### src/rtl/mul_pkg.sv
// Shared types for the Booth multiplier engine and the pipeline register downstream of it.
// The phase word is {A[WIDTH-1:0], Q, Q_-1}; the final product is phase[2*WIDTH:1].
package mul_pkg;
    localparam int MUL_WIDTH = 32;
    localparam int PHASE_W   = 2 * MUL_WIDTH + 1;

    typedef enum logic [1:0] {ST_IDLE, ST_RUN, ST_DONE} mul_state_t;
    typedef logic [PHASE_W-1:0] phase_t;
endpackage

### src/rtl/booth_step.sv
// One radix-2 Booth step, purely combinational: add/sub/none by {Q[0],Q_-1},
// then arithmetic right shift of {A_guard,Q,Q_-1}.
module booth_step
    import mul_pkg::*;
#(
    parameter int WIDTH = MUL_WIDTH
) (
    input  logic [WIDTH:0]   a,
    input  logic [WIDTH-1:0] q,
    input  logic             q_m1,
    input  logic [WIDTH-1:0] m,
    output logic [WIDTH:0]   a_next,
    output logic [WIDTH-1:0] q_next,
    output logic             q_m1_next
);
    logic [WIDTH:0] m_ext;
    logic [WIDTH:0] sum;

    assign m_ext = {m[WIDTH-1], m};

    always_comb begin
        sum = a;
        case ({q[0], q_m1})
            2'b01:   sum = a + m_ext;
            2'b10:   sum = a - m_ext;
            default: sum = a;
        endcase
    end

    // The guard bit is replicated so A stays a valid (WIDTH+1)-bit signed value.
    assign a_next    = {sum[WIDTH], sum[WIDTH:1]};
    assign q_next    = {sum[0], q[WIDTH-1:1]};
    assign q_m1_next = q[0];
endmodule

### src/rtl/booth_mul_core.sv
// Sequential radix-2 Booth multiplier, one step per clock; done pulses WIDTH+1 cycles after accept.
// start is ignored while busy; optional abort input when BOOTH_MUL_ABORT_EN is defined.
module booth_mul_core
    import mul_pkg::*;
#(
    parameter int WIDTH = MUL_WIDTH
) (
    input  logic               clk,
    input  logic               rst,
    input  logic               start,
    input  logic [WIDTH-1:0]   multiplicand,
    input  logic [WIDTH-1:0]   multiplier,
`ifdef BOOTH_MUL_ABORT_EN
    input  logic               abort,
`endif
    output logic               busy,
    output logic [2*WIDTH:0]   phase_result,
    output logic               done
);
    localparam int CNT_W = $clog2(WIDTH + 1);

    mul_state_t       state;
    mul_state_t       state_nxt;
    logic [WIDTH:0]   a_reg;
    logic [WIDTH-1:0] q_reg;
    logic             q_m1_reg;
    logic [WIDTH-1:0] m_reg;
    logic [CNT_W-1:0] cnt;
    logic             load;
    logic             step_en;
    logic             abort_hit;
    logic [WIDTH:0]   a_step;
    logic [WIDTH-1:0] q_step;
    logic             q_m1_step;

`ifdef BOOTH_MUL_ABORT_EN
    assign abort_hit = abort;
`else
    assign abort_hit = 1'b0;
`endif

    booth_step #(.WIDTH(WIDTH)) u_step (
        .a         (a_reg),
        .q         (q_reg),
        .q_m1      (q_m1_reg),
        .m         (m_reg),
        .a_next    (a_step),
        .q_next    (q_step),
        .q_m1_next (q_m1_step)
    );

    always_comb begin
        state_nxt = state;
        load      = 1'b0;
        step_en   = 1'b0;
        case (state)
            ST_IDLE: begin
                if (start) begin
                    load      = 1'b1;
                    state_nxt = ST_RUN;
                end
            end
            ST_RUN: begin
                // Abort wins over the final step so no done is ever emitted.
                if (abort_hit) begin
                    state_nxt = ST_IDLE;
                end else begin
                    step_en = 1'b1;
                    if (cnt == CNT_W'(1)) begin
                        state_nxt = ST_DONE;
                    end
                end
            end
            ST_DONE: begin
                if (start) begin
                    load      = 1'b1;
                    state_nxt = ST_RUN;
                end else begin
                    state_nxt = ST_IDLE;
                end
            end
            default: state_nxt = ST_IDLE;
        endcase
    end

    always_ff @(posedge clk or posedge rst) begin
        if (rst) begin
            state    <= ST_IDLE;
            a_reg    <= '0;
            q_reg    <= '0;
            q_m1_reg <= 1'b0;
            m_reg    <= '0;
            cnt      <= '0;
        end else begin
            state <= state_nxt;
            if (load) begin
                a_reg    <= '0;
                q_reg    <= multiplier;
                q_m1_reg <= 1'b0;
                m_reg    <= multiplicand;
                cnt      <= CNT_W'(WIDTH);
            end else if (step_en) begin
                a_reg    <= a_step;
                q_reg    <= q_step;
                q_m1_reg <= q_m1_step;
                cnt      <= cnt - CNT_W'(1);
            end
        end
    end

    assign busy         = (state == ST_RUN);
    assign done         = (state == ST_DONE);
    assign phase_result = {a_reg[WIDTH-1:0], q_reg, q_m1_reg};
endmodule
### config.mk
export PLATFORM = sky130hd
export DESIGN_NAME = booth_mul_core
export DESIGN_NICKNAME = d
export VERILOG_FILES = /design/src/rtl/mul_pkg.sv /design/src/rtl/booth_step.sv /design/src/rtl/booth_mul_core.sv
export SDC_FILE = /design/constraint.sdc
export NUM_CORES = 1
export LEC_CHECK = 0
export CORE_MARGIN = 8
export CORE_UTILIZATION = 47
export CTS_BUF_LIST = sky130_fd_sc_hd__clkbuf_16
export CTS_CLUSTER_SIZE = 20
export DETAILED_ROUTE_END_ITERATION = 16
export HOLD_SLACK_MARGIN = 0.08
export PLACE_DENSITY = 0.77
export SLEW_MARGIN = 10
export SYNTH_ARGS = -nofsm -noshare
export SYNTH_HDL_FRONTEND = slang
export SYNTH_SLANG_ARGS = --single-unit
### constraint.sdc
create_clock -name clk -period 3.95 [get_ports clk]
set_input_delay 0.79 -clock clk [delete_from_list [all_inputs] [get_ports clk]]
set_output_delay 0.79 -clock clk [all_outputs]
set_load 0.005 [all_outputs]
---- Word level (Yosys, flattened, before mapping) ----
Cells that the tools add are included.
operators by class
  muxes and demuxes ....................... 16
  divide/modulo/power cells ............... 0
  shift-type cells ........................ 0
  equality and inequality tests ........... 7
  reductions and logical operators ........ 4
  bitwise logic cells ..................... 0
  multipliers ............................. 0
  $lt $le $gt $ge ......................... 0
  $add $sub $neg .......................... 3
operators by type and width
  cell                                                                      number
  33-bit 2-to-1 mux                                                         2
  33-bit one-hot mux with 2 select lines                                    1
  32-bit 2-to-1 mux                                                         2
  33-bit adder                                                              1
  33-bit subtractor                                                         1
  6-bit 2-to-1 mux                                                          2
  6-bit by 1-bit == test with 1-bit output (second input constant)          1
  1-bit 2-to-1 mux                                                          6
  2-bit one-hot mux with 3 select lines                                     1
  6-bit by 1-bit subtractor with 6-bit output (second input constant)       1
  2-bit by 1-bit == test with 1-bit output (second input constant)          2
  2-bit == test (second input constant)                                     2
  2-bit 2-to-1 mux                                                          2
  2-bit zero test                                                           1
  2-bit by 1-bit inequality test with 1-bit output (second input constant)  1
  2-bit inequality test (second input constant)                             1
  2-bit AND reduction                                                       1
  2-bit nonzero test                                                        1
  2-bit OR reduction                                                        1
word-level totals
  memories ................................ 0
  RAM bits ................................ 0
  word-level logic and storage cells ...... 36
  input port bits ......................... 67
  output and inout port bits .............. 67
  bits in latches ......................... 0
  bits in read-only memories .............. 0
  flip-flop bits (word level) ............. 106

---- Depth between registers and ports, before layout ----
Gate-level depths: netlist (run 1).
  depth after elaboration ................. 4
  depth in mapped cells ................... 19
  depth with buffers taken out ............ 18

---- Hierarchy ----
Synthesis (run 1) repeated with hierarchy kept, for this count alone.
second synthesis, totals
  cell total of the unflattened synthesis .. 913
  area total of the unflattened synthesis .. 7539.7 um2
by module, submodules not included
  module          seq. area each (um2)  times used  cells each  area an instance (um2)
  booth_mul_core  2652.5                1           457         4558.1
  booth_step      0.0                   1           456         2981.6

---- Worst setup path after synthesis (run 1) ----
Ideal clock, no wire load.
  kind .................................... register to register
  start point ............................. register m_reg[2]
  end point ............................... register a_reg[30]
  period minus slack after synthesis ...... 3.961 ns
  slack ................................... -0.011 ns
  required time ........................... 3.817 ns
  cell stages (with the launch flop) ...... 16
  library setup time ...................... 0.133 ns
  arrival ................................. 3.829 ns
  buffers on the path ..................... 0
  path through ............................ dfrtp_1 or3_1 or3_1 nor3_1 a21oi_1 xnor2_1 ha_1 and4_1 nand3_1 a211o_1 a31oi_1 nor2_1 o311a_1 or3b_1 a21boi_0 o31ai_1
on the way
  word-level cells in the longest chain between the ends .. 4
  elaborated cells between the ends (all ways) .. 5
  those cells by class .................... add/sub: 2; mux: 3
RTL lines
  what                                                      RTL line                            text
  start: declaration                                        booth_mul_core.sv:27                logic [WIDTH-1:0] m_reg;
  start signal: assignment                                  booth_mul_core.sv:100               m_reg <= multiplicand;
  33-bit subtractor / 33-bit adder (equally long branches)  booth_step.sv:25, booth_step.sv:24
  33-bit one-hot mux with 2 select lines (*)                booth_step.sv:23                    case ({q[0], q_m1})
  33-bit 2-to-1 mux (*)                                     booth_mul_core.sv:102               end else if (step_en) begin
  33-bit 2-to-1 mux (*)                                     booth_mul_core.sv:96                if (load) begin
  end signal: assignment                                    booth_mul_core.sv:103               a_reg <= a_step;
  end: declaration                                          booth_mul_core.sv:24                logic [WIDTH:0] a_reg;
Mark *: on every way between the ends. The rest lies on a longest branch, timed or not. The select of a mux whose other input is x is not followed.
A chain may end at the register's enable or synchronous reset.

---- Worst setup path in the final report (run 1) ----
  start point ............................. register m_reg[2]
  end point ............................... register a_reg[29]
The elaborated chain is that of the path after synthesis.

==> results of run 1 <==
## cell type report
class                           count  area (sq um)
Timing Repair Buffer              183          1720
Inverter                           16          62.6
Clock buffer                        9           225
Sequential cell                   105          2630
Tap cell                          180           225
Multi-Input combinational cell    628          4040
Clock inverter                      7           135
Fill cell                        1125          4790
## worst register-to-register path, cell delays in order, from the launching register on
cell     delay (ps)
dfrtp_1         400
or3_4           380
or3_4           410
nor2b_2         180
xnor2_2         140
ha_1            370
a21oi_2         160
o21ai_2          90
o221a_1         300
or3_4           420
or4b_4          250
a21oi_4          70
o31a_1          260
or3_1           370
a21oi_2         140
## routing by layer
layer	part of all wire (%)	vias up	wire [microns]
met5	0	-	0
met3	9.1	34	1750
met1	44	2963	8370
li1	-	3079	-
met4	2.3	0	444
met2	45	221	8660
## cells by family after synthesis
| logic type | after synthesis | share of synthesized area [%] |
|---|---|---|
| fa+ha+maj | 37 | 7.08 |
| xor+xnor | 56 | 7.38 |
| simple gates | 317 | 21.0 |
| flops | 105 | 39.5 |
| compound gates | 213 | 20.7 |
| buf+inv | 61 | 3.56 |
| mux | 5 | 0.753 |
## Yosys cell counts, drive strengths merged (2+ instances only)
cell type	count
or4	2
and2	2
a22oi	31
nand2b	8
a31oi	3
o21ai	57
xnor2	45
nor2b	13
ha	36
inv	16
o31ai	8
or3	12
buf	5
a21boi	3
xor2	11
a211oi	5
o211ai	4
nand3	15
clkbuf	40
dfrtp	105
nand2	192
a21oi	51
a21o	20
a22o	10
a41oi	2
o21a	4
a32oi	3
nor2	39
nand4	5
nor3	13
o21bai	2
and4	2
nor4	6
and3	4
mux2i	5
## power by group through the flow
stage                     clock (W)  sequential, W  combinational (W)
final                       0.00108        0.00186            0.00512
after global routing        0.00115        0.00191            0.00563
after CTS                   0.00111        0.00186            0.00466
after detailed placement          0        0.00187            0.00460
after global placement            0        0.00186            0.00453
after floorplan                   0        0.00180            0.00304
## metrics by stage
step,total power (W),hold slack (ps),TNS (ps),instance area (sq um),utilization [%]
5_1_grt,0.00869,545,-535,9040,65.4
4_1_cts,0.00762,510,0,8730,63.1
6_report,0.00807,504,-45.6,9040,65.4
2_1_floorplan,0.00484,466,0,6650,-
3_5_place_dp,0.00646,492,-312,8330,60.3
3_3_place_gp,0.00639,483,-30.1,8330,60.3
## timing repair
action,in CTS,in global routing
setup buffers,1,13
resized for setup,5,54
pin swaps,2,30
setup endpoints to repair,5,11
hold buffers,0,0
gates cloned,0,0
## how the worst max path moves through the flow
stage                               from  cells after the start  slack [ps]                    end
finish              m_reg[2]$_DFFE_PP0P_                     14         -50  a_reg[29]$_DFFE_PP0P_
global route        m_reg[3]$_DFFE_PP0P_                     14        -120  a_reg[29]$_DFFE_PP0P_
CTS                 m_reg[2]$_DFFE_PP0P_                     15         0.8  a_reg[30]$_DFFE_PP0P_
detailed placement  m_reg[2]$_DFFE_PP0P_                     15        -150  a_reg[31]$_DFFE_PP0P_
global placement    m_reg[2]$_DFFE_PP0P_                     16         -20  a_reg[29]$_DFFE_PP0P_
floorplan           q_m1_reg$_DFFE_PP0P_                     15         110  a_reg[29]$_DFFE_PP0P_
==> implementation parameters, run 1 <==
Parameter                              Value

Final layout
  Commonest cells after routing, fill and taps aside    191 x nand2_1, 133 x clkdlybuf4s50_1, 105 x dfrtp_1, 48 x buf_4
  Diode count    0
  Fraction of final layout cells with drive strength greater than 1    ~12%
  Most common cell after layout, fill and taps aside    nand2_1
  Final cell count without fillers    1128
  Area growth syn-to-layout    35.9%
  # nets final    around 1000

Logic synthesis
  Share of synthesized area occupied by flip-flops and latches    39.5%
  Post-synthesis cell type with the largest combined area    dfrtp_1
  Mapped cell area    6650 sq um
  Mean cell area of the mapped netlist    8.37 sq um
  Dominant cells by area after synthesis    dfrtp_1 40%, nand2_1 11%, ha_1 6.8%, xnor2_1 5.9%, o21ai_0 4.0%
  Register bit total from synthesis    105
  Fraction of registers with async set or reset after synthesis    100%
  Net Count, Synth    approximately 900
  Count of unique library cells instantiated by Yosys    58
  Synth warnings    0
  Top-area cell type share of the netlist area    approximately two fifths
  Number of cells produced by synthesis    roughly 800
  Number of synthesized flops with an enable pin    0
  Primary FF master, synth    dfrtp_1

STA
  Final worst-path cycle share    101%
  Maximum clock skew at final layout    ~8.6 ps
  Relative slew slack    between 40% and 50%
  Worst setup slack after layout    -45.6 ps
  Achievable frequency    250 MHz
  Pins Over Slew Limit    0
  Final setup viols    1
  Post-layout minimum cycle time    4000 ps
  Unrepaired setup endpoints after global routing    yes
  Hold Fails Final Rpt    0
  Worst slew pin tran    ~800 ps

Worst hold path
  Worst min-delay path class    flip-flop to flip-flop
  Startpoint of the worst hold path    q_reg[8]$_DFFE_PP0P_
  WHS Endpoint    q_reg[8]$_DFFE_PP0P_
  WHS Path Cells    2

Critical path
  Endpoint class of the critical path    flip-flop
  Critical path class    flip-flop to flip-flop
  Cells traversed along the worst timing path    or3_4, or3_4, nor2b_2, xnor2_2, ha_1, a21oi_2, o21ai_2, o221a_1, or3_4, or4b_4, a21oi_4, o31a_1, or3_1, a21oi_2
  Kind of cell adding the most delay to the critical path    simple AND/OR/NAND/NOR gates
  Crit path max-delay cell type    or3_4
  Sum of buffers and inverters on the critical path    0
  Startpoint of the lowest-slack register-to-register path    m_reg[2]$_DFFE_PP0P_
  Cell mode on critical path    or3_4
  Number of cells traversed by the worst register-to-register path    14
  Critical path fanouts, max    4
  Data required time of the worst path    roughly 4200 ps
  Stage delay of the slowest cell on the critical path    410 ps
  Crit path arrival time    between 4000 and 5000 ps
  Setup slack, reg-to-reg    -50 ps
  Kind of start point of the critical path    flip-flop
  End of the worst register-to-register path    a_reg[29]$_DFFE_PP0P_

Placement
  Number of I/O port buffers    roughly 130
  Number of placed instances with taps included    about 1100
  Hpwl dp    ~13000 microns
  Post-Place Worst Slack    -152 ps
  Routability congestion estimate    slightly above 0.9

Floorplanning
  Initial Utilization    approximately 48%
  Height of the chip    135 microns
  Number of I/O pins    between 100 and 150
  Row count    between 40 and 50
  CORE AREA    13800 sq um
  Chip width    approximately 130 microns
  Die area    around 18000 sq um

GRT
  Met1 usage in global routing    a little over a quarter
  Global routing usage on met3    under 10%
  Total congestion overflow    0
  Initial antenna violation count    0
  Maximum number of pins on one net before global-route repair    59
  Grt met2 use    between 30 and 40%
  Via count of the first global-routing pass    5980
  Most Used Layer, Global Route    met2
  Wire length of the first global-routing pass    30000 microns
  Overall routing resource usage    between 20% and 30%

Power and ir drop
  Highest ir drop seen on vdd    roughly 0.37 mV
  Part of the power in registers    23.1%
  Cell Pwr Density    ~890 nW/um^2
  Net Sw Power    0.00336 W
  Total leakage power    a little over 4 nW
  Fraction of power consumed by the clock network    between 10% and 20%
  Fraction of power spent switching nets    approximately two fifths
  Internal power    0.00471 W
  Combinational Power Share    63.5%

Flow run
  Max Cap Viol    0

Clocking
  Number of buffers inserted during clock tree synthesis    9
  CTS tree    yes
  Clock latency on the worst-skew pair    ~360 ps
  Number of buffers between clock root and the deepest sink    2
  Number of clock sinks seen by CTS    105
  Total number of H-tree levels    3
  Buffer type at the clock tree root    clkbuf_16
  Clock slew at reported path FFs    about 80 ps

Status
  Failing checks    negative setup slack
  Run status    finished with violations

Drt
  Overall routed net length    about 19000 microns
  Number of vias per cell after detailed routing    between 5 and 6
  Iteration-0 DRC count of the detailed router    around 500
  Overall via count from detail_route    around 6300
  Detail Route Antenna Nets    0
  Average detailed-routed wire length per instance    17.0 microns
  DRC violation count after routing    0
  First-pass iteration count of the detailed router    5
No activity file was read; power rests on OpenSTA's default activity.
==> run 2, diff against run 1 <==
--- a/config.mk
+++ b/config.mk
@@ -5,13 +5,13 @@
 export SDC_FILE = /design/constraint.sdc
 export NUM_CORES = 1
 export LEC_CHECK = 0
-export CORE_MARGIN = 8
-export CORE_UTILIZATION = 47
+export CORE_UTILIZATION = 45
 export CTS_BUF_LIST = sky130_fd_sc_hd__clkbuf_16
 export CTS_CLUSTER_SIZE = 20
 export DETAILED_ROUTE_END_ITERATION = 16
+export GPL_ROUTABILITY_DRIVEN = 0
 export HOLD_SLACK_MARGIN = 0.08
-export PLACE_DENSITY = 0.77
+export PLACE_DENSITY = 0.74
 export SLEW_MARGIN = 10
 export SYNTH_ARGS = -nofsm -noshare
 export SYNTH_HDL_FRONTEND = slang
==> run 2 against run 1 <==
The flow now finishes without violations. Fmax increased by 2.8%. Via count is the same. Critical path depth up 1. Wire length shrank 5.6%. Non-clock buffer count rose by 3. Power fell by 2.8%. Die area fell by 16%. Global-route usage increased by 4.1 points. Sequential cell count unchanged. Cell count rose by 0.44%. Largest cell class unchanged.
==> implementation parameters, run 2 (synthesis gave the netlist of run 1 again) <==
Parameter                              Value

Status
  Run status    finished clean

Critical path
  Critical path fanouts, max    6
  Number of cells traversed by the worst register-to-register path    15
  Crit path arrival time    ~4100 ps
  Kind of start point of the critical path    flip-flop
  Data required time of the worst path    between 4000 and 5000 ps
  Crit path max-delay cell type    or3_4
  Critical path class    flip-flop to flip-flop
  Critical Path Start    m_reg[2]$_DFFE_PP0P_
  Stage delay of the slowest cell on the critical path    410 ps
  Startpoint of the lowest-slack register-to-register path    m_reg[2]$_DFFE_PP0P_
  Cells traversed along the worst timing path    or3_4, or3_4, nor3_4, nor2_1, xnor2_1, ha_1, and4_1, nand3_1, a211o_1, a31oi_2, nor2_1, o311a_1, or3b_1, a21boi_1, o31ai_1
  Endpoint class of the critical path    flip-flop

STA
  Relative slew slack    34.0%
  Achievable frequency    between 200 and 300 MHz
  Maximum clock skew at final layout    about 8.0 ps
  Final worst-path cycle share    98.4%
  Worst setup slack after layout    between 60 and 70 ps
  Post-layout minimum cycle time    approximately 4000 ps
  Final Hold Slack    about 510 ps
  Unrepaired setup endpoints after global routing    yes
  Worst slew pin tran    ~990 ps
  Final setup viols    0
  Pins Over Slew Limit    0
  Hold Fails Final Rpt    0

Clocking
  Number of buffers inserted during clock tree synthesis    9
  Clock slew at reported path FFs    about 70 ps
  Number of clock sinks seen by CTS    ~110
  Number of buffers between clock root and the deepest sink    2
  CTS tree    yes
  Clock latency on the worst-skew pair    360 ps
  Buffer type at the clock tree root    clkbuf_16
  Hold buffer count at CTS    0
  Total number of H-tree levels    3

GRT
  Most Used Layer, Global Route    met2
  Grt met2 use    a little under two fifths
  Via count of the first global-routing pass    just under 6000
  Global routing usage on met3    ~5.4%
  Maximum number of pins on one net before global-route repair    69
  Met1 usage in global routing    33.8%
  Wire length of the first global-routing pass    about 29000 microns
  Initial antenna violation count    0
  Overall routing resource usage    24.4%
  Total congestion overflow    0

Drt
  Average detailed-routed wire length per instance    approximately 16 microns
  Overall via count from detail_route    roughly 6300
  DRC violation count after routing    0
  First-pass iteration count of the detailed router    7
  Number of vias per cell after detailed routing    between 5 and 6
  Detail Route Antenna Nets    0
  Overall routed net length    18200 microns
  Iteration-0 DRC count of the detailed router    roughly 400

Floorplanning
  CORE AREA    approximately 14000 sq um
  Die area    15300 sq um
  Number of I/O pins    134
  Row count    44
  Initial Utilization    45.9%
  Chip width    124 microns
  Height of the chip    124 microns

Worst hold path
  WHS Path Cells    2
  Startpoint of the worst hold path    cnt[1]$_DFFE_PP0P_
  Worst min-delay path class    flip-flop to flip-flop

Final layout
  Most common cell after layout, fill and taps aside    nand2_1
  Diode count    0
  # nets final    around 1100
  Commonest cells after routing, fill and taps aside    192 x nand2_1, 133 x clkdlybuf4s50_1, 105 x dfrtp_1, 51 x buf_4, 44 x xnor2_1
  Number of fill cells    around 1200
  Final cell count without fillers    1133
  Area growth syn-to-layout    34.6%
  Fraction of final layout cells with drive strength greater than 1    between 10 and 15%

Power and ir drop
  Cell Pwr Density    877 nW/um^2
  Overall power after layout    slightly below 0.008 W
  Total leakage power    4.01 nW
  Highest ir drop seen on vdd    about 0.34 mV

Placement
  Number of I/O port buffers    133
  Hpwl dp    around 13000 microns
  Number of placed instances with taps included    1103
  Post-Place Worst Slack    -77.0 ps

Flow run
  Max Cap Viol    0
==> run 2: cell type report <==
type | count | area, sq um | area share (%)
clock buffer | 9 | 225 | 2.52
sequential | 105 | 2630 | 29.4
clock inverter | 5 | 66.3 | 0.741
timing repair buffer | 186 | 1750 | 19.5
inverter | 16 | 62.6 | 0.699
multi-input combinational | 628 | 3990 | 44.6
tap | 184 | 230 | 2.57
==> run 2: repair_timing <==
item	in CTS	in global routing
buffers inserted	2	14
endpoints found under the setup margin	6	12
pin swaps	3	42
resized for setup	5	50
==> run 2: per-layer routing <==
metal  vias up  part of all wire [%]
met1      2978                    46
met3        24                   7.1
li1       3090                     -
met5         -                     0
met4         0                   1.7
met2       205                    45
==> run 2: stage by stage <==
stage          cell area (sq um)  utilization (%)  setup TNS [ps]
3_3_place_gp                8350             57.6           -67.6
4_1_cts                     8680             60.0          -0.840
6_report                    8950             61.8               0
3_5_place_dp                8350             57.6            -153
2_1_floorplan               6650                -               0
5_1_grt                     8950             61.8            -260
==> run 2: worst paths after layout <==
kind	to	slack, ps
worst min-delay path	cnt[1]$_DFFE_PP0P_	510
worst max register to register	a_reg[30]$_DFFE_PP0P_	60
min in group asynchronous	q_reg[19]$_DFFE_PP0P_	900
worst max-delay path	a_reg[30]$_DFFE_PP0P_	60
worst min register to register	cnt[1]$_DFFE_PP0P_	510
max in group asynchronous	a_reg[2]$_DFFE_PP0P_	2340
==> run 2: worst max-delay path, delay by kind of cell (launching register included) <==
kind	cells	cell delay (ps)
XOR/XNOR	1	140
AO/OA/AOI/OAI	5	1060
adder cells (fa/ha/maj)	1	290
AND/OR/NAND/NOR	8	1900
flip-flops	1	380
==> run 2: power breakdown <==
group          total [W]  leakage (nW)  switching [W]  internal (W)
combinational    0.00505          2.59        0.00241       0.00264
sequential       0.00187          1.28       0.000410       0.00146
clock           0.000923         0.140       0.000429      0.000493
total            0.00785          4.01        0.00325       0.00459
